<file path="config.mk">
export PLATFORM = sky130hd
export DESIGN_NAME = mem_arbiter
export DESIGN_NICKNAME = d
export VERILOG_FILES = /design/src/rtl/mem_arbiter.sv
export SDC_FILE = /design/constraint.sdc
export NUM_CORES = 1
export LEC_CHECK = 0
export BUFFER_PORTS_ARGS = -buffer_cell sky130_fd_sc_hd__buf_2
export CAP_MARGIN = 20
export CORE_MARGIN = 1
export CORE_UTILIZATION = 50
export CTS_CLUSTER_SIZE = 30
export DETAILED_ROUTE_END_ITERATION = 7
export MAX_ROUTING_LAYER = met4
export PLACE_DENSITY = 0.92
export SLEW_MARGIN = 15
export SYNTH_ARGS = -nofsm -noshare
export SYNTH_HDL_FRONTEND = slang
export SYNTH_SLANG_ARGS = --single-unit
</file>
<file path="constraint.sdc">
create_clock -name clk -period 5.7 [get_ports clk]
set_clock_uncertainty 0.15 [all_clocks]
set_input_delay 0.855 -clock clk [delete_from_list [all_inputs] [get_ports clk]]
set_output_delay 0.855 -clock clk [all_outputs]
set_load 0.1 [all_outputs]
</file>
<file path="src/rtl/mem_arbiter.sv">
// mem_arbiter: shares one single-ported memory bus between an instruction-fetch
// requester and a load/store requester. Data accesses win over fetches, every
// access is latched and driven from registers, and a stalled access that stays
// busy for MAX_WAIT edges locks the block into a sticky error state.
module mem_arbiter #(
    parameter int unsigned MAX_WAIT = 255
) (
    input  logic        clk,
    input  logic        rst,
    input  logic        i_req,
    input  logic [31:0] i_addr,
    input  logic        d_ren,
    input  logic        d_wen,
    input  logic [31:0] d_addr,
    input  logic [31:0] d_wdata,
    input  logic [3:0]  d_be,
    input  logic        m_busy,
    input  logic [31:0] m_rdata,
    output logic        m_ren,
    output logic        m_wen,
    output logic [31:0] m_addr,
    output logic [31:0] m_wdata,
    output logic [3:0]  m_be,
    output logic        i_ready,
    output logic [31:0] i_rdata,
    output logic        d_ready,
    output logic [31:0] d_rdata,
    output logic        err
);

    typedef enum logic [1:0] {
        IDLE,
        IACC,
        DACC,
        ERROR
    } state_t;

    localparam logic [7:0] MAX_WAIT_C = 8'(MAX_WAIT);

    state_t      state_q;
    logic [7:0]  wait_q;
    logic [7:0]  wait_d;
    logic        m_ren_q;
    logic        m_wen_q;
    logic [31:0] m_addr_q;
    logic [31:0] m_wdata_q;
    logic [3:0]  m_be_q;
    logic        i_ready_q;
    logic [31:0] i_rdata_q;
    logic        d_ready_q;
    logic [31:0] d_rdata_q;
    logic        err_q;

    logic        d_take;
    logic        i_take;
    logic        timeout;

    // Request qualification: a requester just served this cycle is not re-issued.
    always_comb begin
        // NOTE: every always_comb output gets a default first so no path can infer a latch.
        d_take  = 1'b0;
        i_take  = 1'b0;
        wait_d  = wait_q + 8'd1;
        d_take  = (d_ren | d_wen) & ~d_ready_q;
        i_take  = i_req & ~i_ready_q;
        timeout = (wait_d == MAX_WAIT_C);
    end

    // Arbitration FSM with all bus and response outputs registered.
    always_ff @(posedge clk) begin
        // NOTE: sequential state uses non-blocking assignments so every register
        // samples pre-edge values regardless of statement order.
        if (rst) begin
            state_q   <= IDLE;
            wait_q    <= 8'd0;
            m_ren_q   <= 1'b0;
            m_wen_q   <= 1'b0;
            m_addr_q  <= 32'd0;
            m_wdata_q <= 32'd0;
            m_be_q    <= 4'd0;
            i_ready_q <= 1'b0;
            i_rdata_q <= 32'd0;
            d_ready_q <= 1'b0;
            d_rdata_q <= 32'd0;
            err_q     <= 1'b0;
        end else begin
            // Ready outputs are single-cycle pulses unless set again below.
            i_ready_q <= 1'b0;
            d_ready_q <= 1'b0;
            unique case (state_q)
                IDLE: begin
                    if (d_take) begin
                        // Store wins when both load and store are requested.
                        state_q   <= DACC;
                        wait_q    <= 8'd0;
                        m_addr_q  <= d_addr;
                        m_wdata_q <= d_wdata;
                        m_wen_q   <= d_wen;
                        m_ren_q   <= ~d_wen;
                        m_be_q    <= d_wen ? d_be : 4'hF;
                    end else if (i_take) begin
                        state_q  <= IACC;
                        wait_q   <= 8'd0;
                        m_addr_q <= i_addr;
                        m_wen_q  <= 1'b0;
                        m_ren_q  <= 1'b1;
                        m_be_q   <= 4'hF;
                    end
                end
                IACC, DACC: begin
                    if (!m_busy) begin
                        state_q <= IDLE;
                        m_ren_q <= 1'b0;
                        m_wen_q <= 1'b0;
                        if (state_q == IACC) begin
                            i_rdata_q <= m_rdata;
                            i_ready_q <= 1'b1;
                        end else begin
                            // The latched write strobe marks a store: load data is left untouched.
                            if (!m_wen_q) begin
                                d_rdata_q <= m_rdata;
                            end
                            d_ready_q <= 1'b1;
                        end
                    end else if (timeout) begin
                        state_q <= ERROR;
                        m_ren_q <= 1'b0;
                        m_wen_q <= 1'b0;
                        err_q   <= 1'b1;
                    end else begin
                        wait_q <= wait_d;
                    end
                end
                ERROR: begin
                    // Only reset leaves this state; strobes are already low.
                    m_ren_q <= 1'b0;
                    m_wen_q <= 1'b0;
                    err_q   <= 1'b1;
                end
                default: begin
                    state_q <= IDLE;
                end
            endcase
        end
    end

    assign m_ren   = m_ren_q;
    assign m_wen   = m_wen_q;
    assign m_addr  = m_addr_q;
    assign m_wdata = m_wdata_q;
    assign m_be    = m_be_q;
    assign i_ready = i_ready_q;
    assign i_rdata = i_rdata_q;
    assign d_ready = d_ready_q;
    assign d_rdata = d_rdata_q;
    assign err     = err_q;

endmodule

</file>
Word level (Yosys, flattened, before mapping)
Cells that the tools add are included.
Storage, ports and cells
  ROM bits: 0
  logic and storage cells: 74
  input port bits: 138
  RAM bits: 0
  bits in latches: 0
  output and inout bits: 137
  memories kept: 0
  register bits after elaboration: 147
Cells by class
  eq/ne operators: 9
  order comparisons: 0
  shift operators: 0
  bitwise operators: 10
  divide/modulo/power cells: 0
  reduce and logical (&&, ||, !) cells: 14
  mux-type cells: 28
  multipliers: 0
  add/sub/neg operators: 1
Operators with widths (number)
  32-bit 2-to-1 mux: 2
  8-bit 2-to-1 mux: 4
  8-bit case mux with 2 select lines: 1
  4-bit 2-to-1 mux: 3
  1-bit 2-to-1 mux: 10
  3-bit AND reduction: 3
  8-bit by 1-bit adder with 8-bit output, second input constant: 1
  8-bit == test, second input constant: 1
  2-bit 2-to-1 mux: 4
  4-bit AND reduction: 2
  1-bit NOT: 7
  2-bit != test, second input constant: 3
  3-bit != test, second input constant: 2
  1-bit case mux with 3 select lines: 2
  2-bit AND reduction: 3
  2-bit nonzero test: 3
  2-bit == test, second input constant: 2
  2-bit case mux with 2 select lines: 1
  3-bit OR reduction: 1
  1-bit AND: 2
  2-bit by 1-bit == test with 1-bit output, second input constant: 1
  2-bit zero test: 1
  1-bit case mux with 2 select lines: 1
  2-bit OR reduction: 1
  1-bit OR: 1

Longest topological paths before layout
  depth in word-level cells: 5
  mapped depth: 9
  gate-level depth less buffers: 7

Worst setup path before layout
Ideal clock, no wire load.
  path kind: reg2reg
  start point: register d_ready_q (netlist: d_ready)
  end point: register m_wdata_q[13] (netlist: m_wdata[13])
  buffers on the path: 3
  data arrival time: 2.074 ns
  data required time: 5.480 ns
  clock period less this slack: 2.295 ns
  setup slack: 3.405 ns
  cell stages (with the launch flop): 8
  path through: dfxtp_1 > o21bai_1 > buf_2 > or2_2 > clkbuf_1 > buf_2 > nand2_1 > a21oi_1
On the way
  word-level cells in the longest chain between the ends: 3
RTL lines
  start, declared: line 50  | logic d_ready_q;
  start signal, assigned: line 83  | d_ready_q <= 1'b0;
  start signal, assigned: line 89  | d_ready_q <= 1'b0;
  start signal, assigned: line 123  | d_ready_q <= 1'b1;
  1-bit NOT: line 64  | d_take = (d_ren | d_wen) & ~d_ready_q;
  1-bit AND: line 64
  2-bit AND reduction (no line)
  end signal, assigned: line 97  | m_wdata_q <= d_wdata;
  end, declared: line 46  | logic [31:0] m_wdata_q;
No other way between the ends.
A chain may end at the register's enable or synchronous reset.

Final worst setup path
  start point: register state_q[1]
  end point: register d_rdata_q[19] (netlist: d_rdata[19])
On the way
  word-level cells in the longest chain between the ends: 3
RTL lines
  start, declared: line 40  | state_t state_q;
  start signal, assigned: line 74  | state_q <= IDLE;
  start signal, assigned: line 94  | state_q <= DACC;
  start signal, assigned: line 102  | state_q <= IACC;
  2-bit by 1-bit == test with 1-bit output / 2-bit == test (equally long branches): line 90, 115
  2-bit OR reduction / 1-bit NOT (equally long branches)
  4-bit AND reduction (no line) (*)
  end signal, assigned: line 121  | d_rdata_q <= m_rdata;
  end, declared: line 51  | logic [31:0] d_rdata_q;
Mark *: on every way between the ends. The rest lies on a longest branch, timed or not.

==> results.md <==
- Status: finished, final reports clean
- CTS max path bufs: 2
- Pins Over Slew Limit: 0
- RSZ-0062 raised after global routing: no
- Max Cap Violations: 0
- Most frequent cells after synthesis: nand2_1, dfxtp_1, a21oi_1, nor2_1
- Initial Utilization: 52.05%
- Post-synthesis sequential area ratio: 51.48%
- Clock root buffer: clkbuf_16
- Post-DP HPWL: 10,790 um
- Slew @ Worst Pin: 1.119 ns
- Area after DPL: 0.007147 sq mm
- Vias in the first global route: 5,197
- Residual DRC: 0
- Netlist Area Pre-Place: 0.005717 sq mm
- Syn Inst Count: 683
- Fraction of layout cells with a size suffix above 1: 34.60%
- Relative slew slack: 25.37%
- DRT iter0 DRCs: 418
- Final setup fails: 0
- CTS tree: built
- Share of flip-flops with an asynchronous set or reset: 0%
- Max FO, Critical Path: 32
- Skew-Pair Late Insertion Delay: 0.41 ns
- FF+latch count, synth: 147
- Top-count cell post-synth: nand2_1
- Final WL: 15,350 um
- Cts hold-fix bufs: 0
- H-tree Lvls: 4
- Internal power: 2.360 mW
- Total CTS buffers: 17
- Vias/cell: 5.195
- Pin count of the biggest net entering global routing: 87
- Leakage: 3.564 nW
- Top cell type by total area after synthesis: dfxtp_1
- Sw frac: 55.81%
- HP Class: flip-flop to flip-flop
- Initial antenna violation count: 0
- Pwr dens: 692.9 mW/mm^2
- Top cells by area, synth: dfxtp_1, nand2_1, a21oi_1
- CP required: 5.81 ns
- Drt pass-1 iters: 5
- Routed wire length per instance: 14.14 um
- Die Width: 108.9 um
- Mean Syn Cell Area: 8.370 sq um
- Post-synth cell types: 46
- Vias post-DR: 5,637
- Die Y-Extent: 108.9 um
- Comb power frac: 53.9%
- Placer congestion estimate: 0.8598
- Row Count: 38
- Cts repair resizes: 0
- I/O Pins: 275
- Psw: 2.981 mW
- Setup TNS Final: 0 ns
- Synth top area share: 51.48%
- Design area: 0.007709 sq mm
- N_diodes: 0
- Area Overhead vs Synth: 34.84%
- Clock power share: 19.6%
- # nets final: 1,076
- Power after layout: 5.342 mW
- Hold_ws: 0.2989 ns
- Syn Nets: 827
- Most used DFF post-synth: dfxtp_1
- Die area: 0.01186 sq mm
- Min Tclk post-route: 2.621 ns
- Setup crit start kind: flip-flop
- CTS sink count: 147
- Worst vdd ir: 0.4557 mV
- ANT nets after route: 0
- Sequential Power Share: 26.5%
- Crit. End Element: flip-flop
- Fin. Hold Viols: 0
- Final Cycle Share: 45.98%
- Overflow after GRT: 0
- Ys Warns: 0
- Postcts setup bufs: 0
- CP arrival: 2.74 ns
- Fmax: 381.5 MHz
- EDFF count, synth: 0
- Type of the worst setup path: flip-flop to flip-flop
- Clock slew at reported path FFs: 0.06 ns
- First-pass GRT wire length: 23,760 um
- Core area: 0.01098 sq mm
- GRT Overall Usage: 26.54%
- Final core utilization: 70.19%
- IO Port Bufs: 274
## placed cells by master (no fill, tap or decap), drive strengths merged, types with 4 or more instances in the layout
cell type,n
inv,7
buf,281
nor2,47
clkinv,8
mux2i,32
dfxtp,147
nor3,5
a21oi,100
nand2,199
o21ai,4
ha,6
a211oi,37
clkbuf,19
nand2b,6
nand3,5
## area by class of cell
| class | instances | area [sq um] |
|---|---|---|
| fillers | 852 | 3274 |
| flip-flops and latches | 147 | 2943 |
| multi-input cells | 479 | 2576 |
| repair buffers | 281 | 1430 |
| clock buffers | 19 | 452.9 |
| well taps | 140 | 175.2 |
| clock inverters | 13 | 108.9 |
| inverters | 6 | 22.52 |
## path summary, 6_finish.rpt
kind / startpoint / end / slack, ns / depth (start not counted)
max: state_q[1] / d_rdata[19] / 3.08 / 6
min: d_rdata[0] / d_rdata[0] / 0.30 / 2
max reg2reg: state_q[1] / d_rdata[19] / 3.08 / 6
min reg2reg: d_rdata[0] / d_rdata[0] / 0.30 / 2
## power by group through the flow
stage	combinational (mW)	sequential, mW	clock, mW
3_3_place_gp	2.83	1.42	0
2_1_floorplan	0.624	3.23	0
3_5_place_dp	2.88	1.43	0
5_1_grt	3.00	1.45	1.11
4_1_cts	2.88	1.41	1.06
6_report	2.88	1.42	1.05
## registers in the layout, summed over array words and instances (netlist names), 2 cells and up
register and cells:
d_rdata 32, state_q 2, wait_q 8, m_addr 32, m_be 4, m_wdata 32, i_rdata 32
## cell families after synthesis
logic type,synth area share [%]
xor gates and xnor gates,0.6129
adders and majority gates,1.313
muxes,5.997
DFF,51.48
buffers and inverters,4.027
and+or+nand+nor,19.61
AOI/OAI and AO/OA,16.96
## critical path: stages (launching register included)
cell and delay, ns:
dfxtp_1 0.37, inv_1 0.10, ha_1 0.49, nand2b_1 0.23
or3_1 0.82, nand2_1 0.23, a21oi_1 0.09
## stage by stage
step	instances	worst slack, ns
2_1_floorplan	683	3.405
3_3_place_gp	1052	3.020
3_5_place_dp	1053	2.953
4_1_cts	1085	3.090
5_1_grt	1085	2.863
6_report	1085	3.079
## metal layers
layer / global-route usage, % / part of all wire (%) / vias up
li1: - / - / 2811
met1: 28.78 / 41 / 2591
met2: 45.37 / 51 / 201
met3: 6.455 / 5.4 / 34
met4: 12.74 / 2.7 / 0
met5: - / 0 / -
Power figures use the tool's default switching activity.
